--- src/rtl/intr_ack_master.sv ---
// intr_ack_master: CPU-side INTA acknowledge sequencer and OCW2 end-of-interrupt writer for the PIC.
//   clk, reset (async, active-high)
//   INT (async, synchronized), int_enable, auto_eoi, eoi_req/eoi_specific/eoi_level, data_in[7:0]
//   INTA, WR (active-low strobes), A0, data_out[7:0], data_oe, vector[7:0], vector_valid, eoi_done, busy
module intr_ack_master #(
  parameter int INTA_LOW_CYCLES = 2,
  parameter int INTA_GAP_CYCLES = 2,
  parameter int WR_LOW_CYCLES   = 2
) (
  input  logic       clk,
  input  logic       reset,
  input  logic       INT,
  input  logic       int_enable,
  input  logic       auto_eoi,
  input  logic       eoi_req,
  input  logic       eoi_specific,
  input  logic [2:0] eoi_level,
  input  logic [7:0] data_in,
  output logic       INTA,
  output logic       WR,
  output logic       A0,
  output logic [7:0] data_out,
  output logic       data_oe,
  output logic [7:0] vector,
  output logic       vector_valid,
  output logic       eoi_done,
  output logic       busy
);
  localparam int MAXC = (INTA_LOW_CYCLES > INTA_GAP_CYCLES ? INTA_LOW_CYCLES : INTA_GAP_CYCLES) > WR_LOW_CYCLES
                      ? (INTA_LOW_CYCLES > INTA_GAP_CYCLES ? INTA_LOW_CYCLES : INTA_GAP_CYCLES) : WR_LOW_CYCLES;
  localparam int CW = $clog2(MAXC + 1);
  localparam logic [CW-1:0] LOW_LAST = CW'(INTA_LOW_CYCLES - 1);
  localparam logic [CW-1:0] GAP_LAST = CW'(INTA_GAP_CYCLES - 1);
  localparam logic [CW-1:0] WR_LAST  = CW'(WR_LOW_CYCLES - 1);
  typedef enum logic [2:0] {IDLE, ACK1, GAP, ACK2, EOI_WR, EOI_HOLD} state_t;
  state_t        state_q;
  logic [CW-1:0] cnt_q;
  logic [1:0]    sync_q;
  logic          armed_q;
  logic          pend_q;
  logic          pend_spec_q;
  logic [2:0]    pend_lvl_q;
  logic          int_s;
  logic          start_ack;
  assign int_s = sync_q[1];
  // A pending EOI always wins over a new acknowledge in IDLE
  assign start_ack = state_q == IDLE && !pend_q && int_s && armed_q && int_enable;
  assign busy = state_q != IDLE;
  assign A0 = 1'b0;
  always_ff @(posedge clk or posedge reset) begin
    if (reset) begin
      state_q      <= IDLE;
      cnt_q        <= '0;
      sync_q       <= '0;
      armed_q      <= 1'b1;
      pend_q       <= 1'b0;
      pend_spec_q  <= 1'b0;
      pend_lvl_q   <= '0;
      INTA         <= 1'b1;
      WR           <= 1'b1;
      data_out     <= '0;
      data_oe      <= 1'b0;
      vector       <= '0;
      vector_valid <= 1'b0;
      eoi_done     <= 1'b0;
    end else begin
      sync_q       <= {sync_q[0], INT};
      vector_valid <= 1'b0;
      eoi_done     <= 1'b0;
      // Re-arm only after INT has been seen low, so a held INT cannot retrigger
      armed_q      <= !int_s || (armed_q && !start_ack);
      // First request wins; later ones are dropped until the write finishes
      if (eoi_req && !auto_eoi && !pend_q) begin
        pend_q      <= 1'b1;
        pend_spec_q <= eoi_specific;
        pend_lvl_q  <= eoi_level;
      end
      cnt_q <= cnt_q + 1'b1;
      case (state_q)
        IDLE: begin
          cnt_q <= '0;
          if (pend_q) begin
            state_q  <= EOI_WR;
            WR       <= 1'b0;
            data_oe  <= 1'b1;
            data_out <= pend_spec_q ? {5'b01100, pend_lvl_q} : 8'h20;
          end else if (start_ack) begin
            state_q <= ACK1;
            INTA    <= 1'b0;
          end
        end
        ACK1: if (cnt_q == LOW_LAST) begin
          state_q <= GAP;
          cnt_q   <= '0;
          INTA    <= 1'b1;
        end
        GAP: if (cnt_q == GAP_LAST) begin
          state_q <= ACK2;
          cnt_q   <= '0;
          INTA    <= 1'b0;
        end
        ACK2: if (cnt_q == LOW_LAST) begin
          state_q      <= IDLE;
          cnt_q        <= '0;
          INTA         <= 1'b1;
          vector       <= data_in;
          vector_valid <= 1'b1;
        end
        EOI_WR: if (cnt_q == WR_LAST) begin
          state_q <= EOI_HOLD;
          cnt_q   <= '0;
          WR      <= 1'b1;
        end
        EOI_HOLD: begin
          state_q  <= IDLE;
          cnt_q    <= '0;
          data_oe  <= 1'b0;
          eoi_done <= 1'b1;
          pend_q   <= 1'b0;
        end
        default: state_q <= IDLE;
      endcase
    end
  end
endmodule

--- config.mk ---
export PLATFORM = sky130hd
export DESIGN_NAME = intr_ack_master
export DESIGN_NICKNAME = d
export VERILOG_FILES = /design/src/rtl/intr_ack_master.sv
export SDC_FILE = /design/constraint.sdc
export NUM_CORES = 1
export LEC_CHECK = 0
export ABC_CLOCK_PERIOD_IN_PS = 1700
export CAP_MARGIN = 20
export CORE_MARGIN = 1
export CORE_UTILIZATION = 28
export CTS_CLUSTER_DIAMETER = 40
export DETAILED_ROUTE_END_ITERATION = 8
export GPL_TIMING_DRIVEN = 1
export HOLD_SLACK_MARGIN = 0.05
export PLACE_DENSITY_LB_ADDON = 0.08
export SKIP_LAST_GASP = 1
export SLEW_MARGIN = 40
export SYNTH_ARGS = -nofsm -noshare
export SYNTH_HDL_FRONTEND = slang
export SYNTH_SLANG_ARGS = --single-unit
export TNS_END_PERCENT = 100
--- constraint.sdc ---
create_clock -name clk -period 1.7 [get_ports clk]
set_clock_uncertainty 0.2 [all_clocks]
set_input_delay 0.17 -clock clk [delete_from_list [all_inputs] [get_ports clk]]
set_output_delay 0.17 -clock clk [all_outputs]
set_load 0.02 [all_outputs]
==> impl_results.md, run 1 <==
- Vias in the first global route: approximately 1000
- Hold Vio Cnt, Final: 0
- Vias: between 900 and 1000
- Commonest non-fill, non-tap cell in the layout: clkdlybuf4s50_1
- First-pass DRT Iterations: 4
- Fin crit share: ~97%
- Setup TNS: 0 ns
- Lkg Pwr: roughly 0.86 nW
- WL per Instance: between 10 and 15 um
- Detail Placement HPWL: 1938 um
- NetSw: between 1 and 1.5 mW
- Avg Cell Area, Syn: between 10 and 15 um2
- RSZ-0062 raised after global routing: true
- Crit Path Max Fanout: 7
- Fraction of registers with async set/reset: 100.0%
- Flop2flop setup slack: 0.04 ns
- Crit path time final: approximately 1.7 ns
- Max cap viols: 0
- Root Buffer: clkbuf_8
- Clock sink total: 31
- Area delta synth->final: 45.53%
- Sw frac: between 30% and 40%
- PwrDens: around 1800 mW/mm2
- Int Pwr: approximately 2.3 mW
- Overall routed net length: 2616 um
- Clock transition at the registers of the reported paths: 0.07 ns
- Core Area: 0.004444 mm2
- CTS tree: yes
- Clock power frac: 18.0%
- Seq/Total Area, Yosys: approximately three fifths
- Synth warnings: 0
- Port-buffer cells: 36
- Status: complete, no violations
- Layout cell share with drive strength beyond 1: 23.60%
- Initial Util: around 30%
- Vias per inst: 4.516
- Clock Tree Buf Depth: 2
- IO Count: 41
- Worst skew pair latency: around 0.28 ns
- Htree depth: 2
- Yosys cell types: 31
- Initial antenna violation count: 0
- Dominant register cell in the synthesized netlist: dfrtp_1
- Synth top area share: 53.23%
- Min-delay worst type: input pin to flop
- Tot GR Track Use: between 10% and 20%
- CP Data Arrival Time: 1.29 ns
- Largest area contributor in the netlist: dfrtp_1
- Cts bufs inserted: 5
- WS Path Type: flop to output port
- Fmax: ~0.60 GHz
- IR drop worst, VDD: 0.0007315 V
- Pins Over Slew Limit: 0
- Commonest cells after routing, fill and taps aside: clkdlybuf4s50_1 (33), dfrtp_1 (27), nand2_1 (14)
- Overflow after GRT: 0
- Routed Antenna Nets: 0
- Final nets: 180
- Reg power frac: a little over a third
- Critical path startpoint category: flop
- Std-Cell Rows: 24
- Die W: around 70 um
- Final setup fails: 0
- First-pass GRT wire length: around 4500 um
- Hold WS: approximately 0.13 ns
- EDFF count, synth: 0
- DRC viols: 0
- Mapped Cells: roughly 110
- Synthesized cell area: 0.001316 mm2
- Pin count of the biggest net entering global routing: 26
- Worst setup EP type: output port
- Required time worst endpoint: 1.33 ns
- Routability Congestion: around 0.83
- Antenna diode count: 0
- Largest cells by area after synthesis: dfrtp_1 (53%), mux2_2 (10%), dfstp_2 (6.0%), nand2_1 (4.0%), o21ai_0 (2.3%)
- Die height: around 70 um
- Synth Register Bits: 31
- Comb power frac: 45.8%
- First DRT Iteration DRCs: 33
- Die area: ~0.005 mm2
flip-flops by register name, indices dropped and copies added, names as in the netlist, 2 cells and up:
signal	count
vector	8
data_out	5
pend_lvl_q	3
state_q	3
cnt_q	2
sync_q	2
cell type report:
cell class | instances | area (um2)
fillers | 439 | 2529
well taps | 52 | 65.06
multi-input cells | 68 | 493.0
inverters | 7 | 26.28
clock buffers | 8 | 100.1
repair buffers | 47 | 450.4
flip-flops and latches | 31 | 780.7
worst paths after layout:
path	cells past startpoint	endpoint	startpoint
max	2	busy	state_q[0]$_DFFE_PP0P_
min	1	sync_q[0]$_DFF_PP0_	INT
max reg2reg	2	data_out[6]$_DFFE_PP0P_	state_q[0]$_DFFE_PP0P_
min reg2reg	0	sync_q[1]$_DFF_PP0_	sync_q[0]$_DFF_PP0_
max in group asynchronous	4	armed_q$_DFF_PP1_	reset
min in group asynchronous	3	vector[6]$_DFFE_PP0P_	reset
power groups by stage:
stage | registers (mW) | clock network, mW | logic, mW
6_report | 1.26 | 0.626 | 1.60
2_1_floorplan | 1.45 | 0 | 0.707
3_3_place_gp | 1.26 | 0 | 1.59
5_1_grt | 1.31 | 0.693 | 1.73
3_5_place_dp | 1.27 | 0 | 1.60
4_1_cts | 1.26 | 0.652 | 1.60
cells by family after synthesis:
kind of cell,share of synthesized area [%]
AOI/OAI and AO/OA,8.365
xor gates and xnor gates,0.6655
adders and majority gates,1.901
buffers and inverters,5.609
DFF,59.22
muxes,11.41
other,0.2849
and+or+nand+nor,12.55
worst max-delay path: stages, from the launching register on:
cell     delay, ns
dfrtp_2       0.45
or3_1         0.38
buf_2         0.18
cell usage after synthesis, types with 3 or more instances:
master	number
nand2_1	14
mux2_2	12
inv_1	7
o21ai_0	6
nor2b_1	3
a21oi_1	3
nor2_1	4
buf_4	4
dfrtp_1	28
dfstp_2	3
stage by stage:
| step | worst slack, ns | cells | cell area (um2) | utilization, % | power, mW |
|---|---|---|---|---|---|
| after CTS | -0.08588 | 213 | 1909 | 42.96 | 3.516 |
| after detailed placement | -0.06188 | 204 | 1793 | 40.34 | 2.873 |
| after floorplan | 0.04543 | 114 | 1328 | - | 2.161 |
| final | 0.04274 | 213 | 1916 | 43.10 | 3.483 |
| after global routing | -0.03111 | 213 | 1916 | 43.10 | 3.734 |
| after global placement | -0.03575 | 204 | 1793 | 40.34 | 2.847 |
repair_timing:
item | 4_1_cts | 5_1_grt
setup endpoints to repair | 15 | 13
cloned | 0 | 0
gates resized for setup | 6 | 5
hold buffers | 1 | 0
setup buffers | 0 | 0
hold endpoints to repair | 4 | 0
routing by layer:
metal | up-vias | wire [um] | track usage [%]
met5 | - | 0 | 0
li1 | 463 | - | -
met4 | 0 | 47 | 5.333
met2 | 25 | 1297 | 19.31
met3 | 7 | 140 | 4.986
met1 | 467 | 1131 | 14.05
Power figures use the tool's default switching activity.
==> run 2, diff against run 1 <==
--- a/config.mk
+++ b/config.mk
@@ -11,7 +11,6 @@
 export CORE_UTILIZATION = 28
 export CTS_CLUSTER_DIAMETER = 40
 export DETAILED_ROUTE_END_ITERATION = 8
-export GPL_TIMING_DRIVEN = 1
 export HOLD_SLACK_MARGIN = 0.05
 export PLACE_DENSITY_LB_ADDON = 0.08
 export SKIP_LAST_GASP = 1
==> results of run 2 <==
Final layout, timing and power as in run 1 (identical DEF).
==> variant 1 (flow settings as in run 2) <==
Register the output `WR` once more; this adds one clock of latency there. The other outputs are not delayed to match.
--- a/src/rtl/intr_ack_master.sv
+++ b/src/rtl/intr_ack_master.sv
@@ -35,2 +35,4 @@
   typedef enum logic [2:0] {IDLE, ACK1, GAP, ACK2, EOI_WR, EOI_HOLD} state_t;
+
+  logic WR_s0;
   state_t        state_q;
@@ -59,3 +61,3 @@
       INTA         <= 1'b1;
-      WR           <= 1'b1;
+      WR_s0        <= 1'b1;
       data_out     <= '0;
@@ -83,3 +85,3 @@
             state_q  <= EOI_WR;
-            WR       <= 1'b0;
+            WR_s0    <= 1'b0;
             data_oe  <= 1'b1;
@@ -111,3 +113,3 @@
           cnt_q   <= '0;
-          WR      <= 1'b1;
+          WR_s0   <= 1'b1;
         end
@@ -124,2 +126,6 @@
   end
+  always_ff @(posedge clk) begin
+    WR <= WR_s0;
+  end
+
 endmodule
Check against the original RTL: not equivalent (Yosys sat finds a counterexample within 4 cycles, from zero or initial values and one cycle with reset high).
==> variant 1 against run 2 <==
  * The run now ends with DRC left
  * Die area increased by 1.4%
  * Worst setup slack improved by 20 ps
  * Non-clock buffer count fell by 1
  * Via count shrank 0.31%
  * Sequential share of layout area is 1.0 points higher
  * Sequential cell count up 1
  * Routed wire length increased by 4.4%
  * Synthesized area up 1.4%
  * Final area shrank 0.13%
  * Total power rose by 5.3%
==> variant 1: results (changes against run 2) <==
[outcome]
outcome = finished with violations
violations = DRC

[worst_setup_path]
cp_top_family = buffers and inverters
cp_data_arrival_time_ps = 1270  ; -20 ps
worstPathMaxFanout = 2  ; -5
crit_slowest_cell = clkdlybuf4s50_1

[route]
drc = 4  ; +4
wl_met1_mm = 1.25  ; +10%
drt_iter0_drc = 53  ; +61%
wl_per_cell_um = 12.7  ; +3.4%
viasPerCell = 4.46  ; -1.2%
met2WireLength_mm = 1.32  ; +1.5%
wl_met3_um = 117  ; -16%

[layout]
nonClkBufAreaFrac = 0.224  ; -0.0108
seq_area_um2 = 800  ; +2.4%
post-route-cell-area_um2 = 1910  ; -0.13%
clk_share = 0.0562  ; +0.00399
multi_input_area_um2 = 485  ; -1.5%
multi_input_cells = 70  ; +2.9%
clock_buffers = 6  ; -2
flops_and_latches = 32  ; +3.2%
largest_registers = vector (8), data_out (5)
fillers = 429  ; -2.3%
nNonClkBuffers = 46  ; -2.1%
layout-drive-gt1-share = 0.221  ; -0.0152

[logic_synthesis]
async_reset_ff_frac = 0.969  ; -0.0313
synthTopCellsByArea = dfrtp_1, mux2_2, dfstp_2
synth_area_per_cell_um2 = 11.7  ; -1.2%
ys_top_cells_by_count = dfrtp_1, mux2_2, o21ai_0

[global_route]
grtUsageTotal = 0.124  ; +0.00387
met2_usage = 0.197  ; +0.00349
grt_pass1_vias = 972  ; -3.2%
grt_max_degree = 32  ; +23%
grt_pass1_wl_mm = 4.66  ; +3.5%
grt_use_met3 = 0.0484  ; -0.00142
grt_util_met1 = 0.149  ; +0.00873

[timing]
maxSlewViolCount = 0  ; unchanged

[placement]
place_area_um2 = 1800  ; +0.56%
dp_hpwl_mm = 1.97  ; +1.7%
place.gp.congestion = 0.772  ; -7.0%

[power]
p_leak_uw = 0.000860  ; +0.26%

[variant 1: final timing paths]
check,startpoint,end,slack [ps],depth (start not counted)
setup / recovery,data_out[2]$_DFFE_PP0P_,data_out[2],60,1
hold / removal,reset,vector[2]$_DFFE_PP0P_,70,3
setup reg to reg,cnt_q[0]$_DFF_PP0_,vector[4]$_DFFE_PP0P_,80,4
hold reg to reg,sync_q[0]$_DFF_PP0_,sync_q[1]$_DFF_PP0_,150,0
max in group asynchronous,reset,WR_s0$_DFFE_PP1P_,910,3
min in group clk,INT,sync_q[0]$_DFF_PP0_,130,1
[variant 1: metrics by stage]
step	setup slack (ps)	hold slack, ps	std cells
final	62.3	65.6	215
after global routing	0.352	107	215
after CTS	-89.4	80.6	215
after detailed placement	-27.8	136	207
after global placement	11.2	135	207
after floorplan	55.9	1.43	117
[variant 1: what timing repair did]
item,4_1_cts,5_1_grt
endpoints found under the hold margin,0,0
setup endpoints to repair,8,2
gates resized for setup,3,3
[variant 1: cell families after synthesis]
group                      after synthesis  share of synthesized area
AOI/OAI and AO/OA                       21                     0.0900
xor gates and xnor gates                 1                    0.00656
adders and majority gates                2                     0.0187
buffers and inverters                   15                     0.0544
DFF                                     32                      0.599
muxes                                   14                      0.120
other                                    1                    0.00281
and+or+nand+nor                         28                      0.109
[variant 1: tightest hold or removal path, delay by kind of cell]
family,cells,cell delay (ps)
buffers and inverters,3,790
[variant 1: power by group]
| part | internal [uW] | total (uW) | switching, uW |
|---|---|---|---|
| sequential | 1110 | 1300 | 190 |
| clock | 434 | 706 | 271 |
| combinational | 849 | 1670 | 817 |
==> variant 2 (config.mk and constraints of run 2) <==
Without the edit above. `INTA_LOW_CYCLES`: 2 -> 4.
--- a/src/rtl/intr_ack_master.sv
+++ b/src/rtl/intr_ack_master.sv
@@ -5,3 +5,3 @@
 module intr_ack_master #(
-  parameter int INTA_LOW_CYCLES = 2,
+  parameter int INTA_LOW_CYCLES = 4,
   parameter int INTA_GAP_CYCLES = 2,
Behaviour: not the same (Yosys sat finds a counterexample within 10 cycles, from zero or initial values and one cycle with reset high).
==> variant 2 against run 2 <==
  * Total power shrank 21%
  * Critical path type is now reg2reg
  * Non-clock buffer count did not move
  * Synthesized area up 6.7%
  * Final cell count grew 9.9%
  * Sequential cell count grew 1
  * Maximum frequency is essentially flat
  * Critical path depth did not move
  * Routed wire length increased by 8.1%
  * Clock power fell by 2%
  * Final area up 5.0%
  * Worst setup slack lost 0.63 ps
==> variant 2: results (changes against run 2) <==
[logic_synthesis]
synth-seq-area-share = 0.573  ; -0.0191
synth-compound-area-share = 0.0811  ; -0.00255
async_reset_ff_frac = 1.00  ; unchanged
ys_top_cells_by_count = dfrtp_1, mux2_2, nand2_1
synth_cell_types = 34  ; +9.7%
synthTopCellsByArea = dfrtp_1, mux2_2, dfstp_2
muxShareOfSynthArea = 0.114  ; about the same
synth-main-ff-cell = dfrtp_1
yosysWarnings = 0  ; unchanged
syn_inst = 117  ; +5.4%
synthXorXnorAreaFrac = 0.00624  ; -0.000415
synthAdderAreaFrac = 0.0357  ; +0.0166

[power]
p_leak_uw = 0.000872  ; +1.7%
p_switching_uw = 916  ; -25%
peakVddDrop_v = 0.000651  ; -11%

[route]
drt_iter0_drc = 46  ; +39%
firstDrtPassIters = 2  ; -2
drt-total-wl_mm = 2.83  ; +8.1%
viasPerCell = 4.28  ; -5.3%
wl_per_cell_um = 12.1  ; -1.6%

[clocking]
root_buffer = clkbuf_8
cts_max_path_buffers = 2  ; unchanged
clkTransAtPathRegs_ps = 70  ; about the same
insertion_delay_ps = 290
h-tree-depth = 2  ; unchanged
cts_buffers = 5  ; unchanged

[global_route]
antenna_found_initial = 0  ; unchanged
grt_pass1_vias = 1051  ; +4.7%
grtUsageTotal = 0.126  ; +0.00595
grt_max_degree = 33  ; +27%
grt_pass1_wl_mm = 4.83  ; +7.4%

[placement]
dp_hpwl_mm = 1.99  ; +2.7%
place.gp.congestion = 0.817  ; -1.6%
dp.cells = 224  ; +9.8%
io_buffers = 36  ; unchanged

[layout]
fillers = 466  ; +6.2%
antenna_cells = 0  ; unchanged
layout-drive-gt1-share = 0.246  ; +0.00948
largest_registers = vector (8), data_out (5)
final_nets = 188  ; +4.4%

[worst_setup_path]
worstPathMaxFanout = 9  ; +2
cp_data_arrival_time_ps = 1640  ; +350 ps

[outcome]
outcome = complete, no violations

[worst_hold_path]
hold_class = in2reg

## variant 2: per-stage QoR
step	area (um2)	hold slack, ps	utilization	setup TNS (ps)	worst slack [ps]
6_report	2010	123	0.420	0	42.1
2_1_floorplan	1420	1.43	-	-37.5	-37.5
3_3_place_gp	1880	137	0.393	0	23.9
4_1_cts	1990	111	0.416	-108	-108
3_5_place_dp	1880	139	0.393	-77.1	-20.7
5_1_grt	2010	119	0.420	0	0.0332
## variant 2: logic make-up (layout without fill, tap and decap cells)
family	Yosys count	count (layout)
multiplexers	14	14
other	1	4
flip-flops	32	32
AO/OA/AOI/OAI	18	18
AND/OR/NAND/NOR	31	31
buffers and inverters	16	63
adder cells (fa/ha/maj)	4	4
XOR/XNOR	1	1
## variant 2: per-layer routing
layer	track usage	up-vias	share of wire
li1	-	483	-
met1	0.151	481	0.47
met3	0.0470	8	0.057
met5	0	-	0
met2	0.184	29	0.45
met4	0.0915	0	0.028
## variant 2: cell type report
| type | count | area share |
|---|---|---|
| flip-flops and latches | 32 | 0.400 |
| repair buffers | 47 | 0.224 |
| multi-input cells | 72 | 0.273 |
| inverters | 8 | 0.0149 |
| well taps | 67 | 0.0417 |
| clock inverters | 1 | 0.00373 |
| clock buffers | 7 | 0.0429 |
## variant 2: final timing paths
path | startpoint | endpoint | slack, ps | cells past startpoint
max | state_q[2]$_DFFE_PP0P_ | data_out[6]$_DFFE_PP0P_ | 40 | 2
min | INT | sync_q[0]$_DFF_PP0_ | 120 | 1
max reg2reg | state_q[2]$_DFFE_PP0P_ | data_out[6]$_DFFE_PP0P_ | 40 | 2
min reg2reg | sync_q[0]$_DFF_PP0_ | sync_q[1]$_DFF_PP0_ | 150 | 0
max in group asynchronous | reset | WR$_DFFE_PP1P_ | 470 | 4
min in group asynchronous | reset | data_out[2]$_DFFE_PP0P_ | 580 | 4
## variant 2: critical path, stage by stage (launching register included)
cell and delay, ps:
dfrtp_1 410, or4b_4 620, mux2_4 320
## variant 2: repair_timing
action | 4_1_cts | 5_1_grt
gates resized for setup | 4 | 6
pin swaps | 0 | 1
hold endpoints to repair | 29 | 0
buffers inserted | 0 | 1
cloned | 0 | 0
hold buffers | 1 | 0
setup endpoints to repair | 11 | 12
## variant 2: power groups by stage
| stage | clock network, uW | logic [uW] | registers, uW |
|---|---|---|---|
| 2_1_floorplan | 0 | 537 | 1190 |
| 3_3_place_gp | 0 | 1030 | 1100 |
| 3_5_place_dp | 0 | 1040 | 1110 |
| 4_1_cts | 645 | 1030 | 1090 |
| 5_1_grt | 678 | 1170 | 1120 |
| 6_report | 612 | 1050 | 1090 |
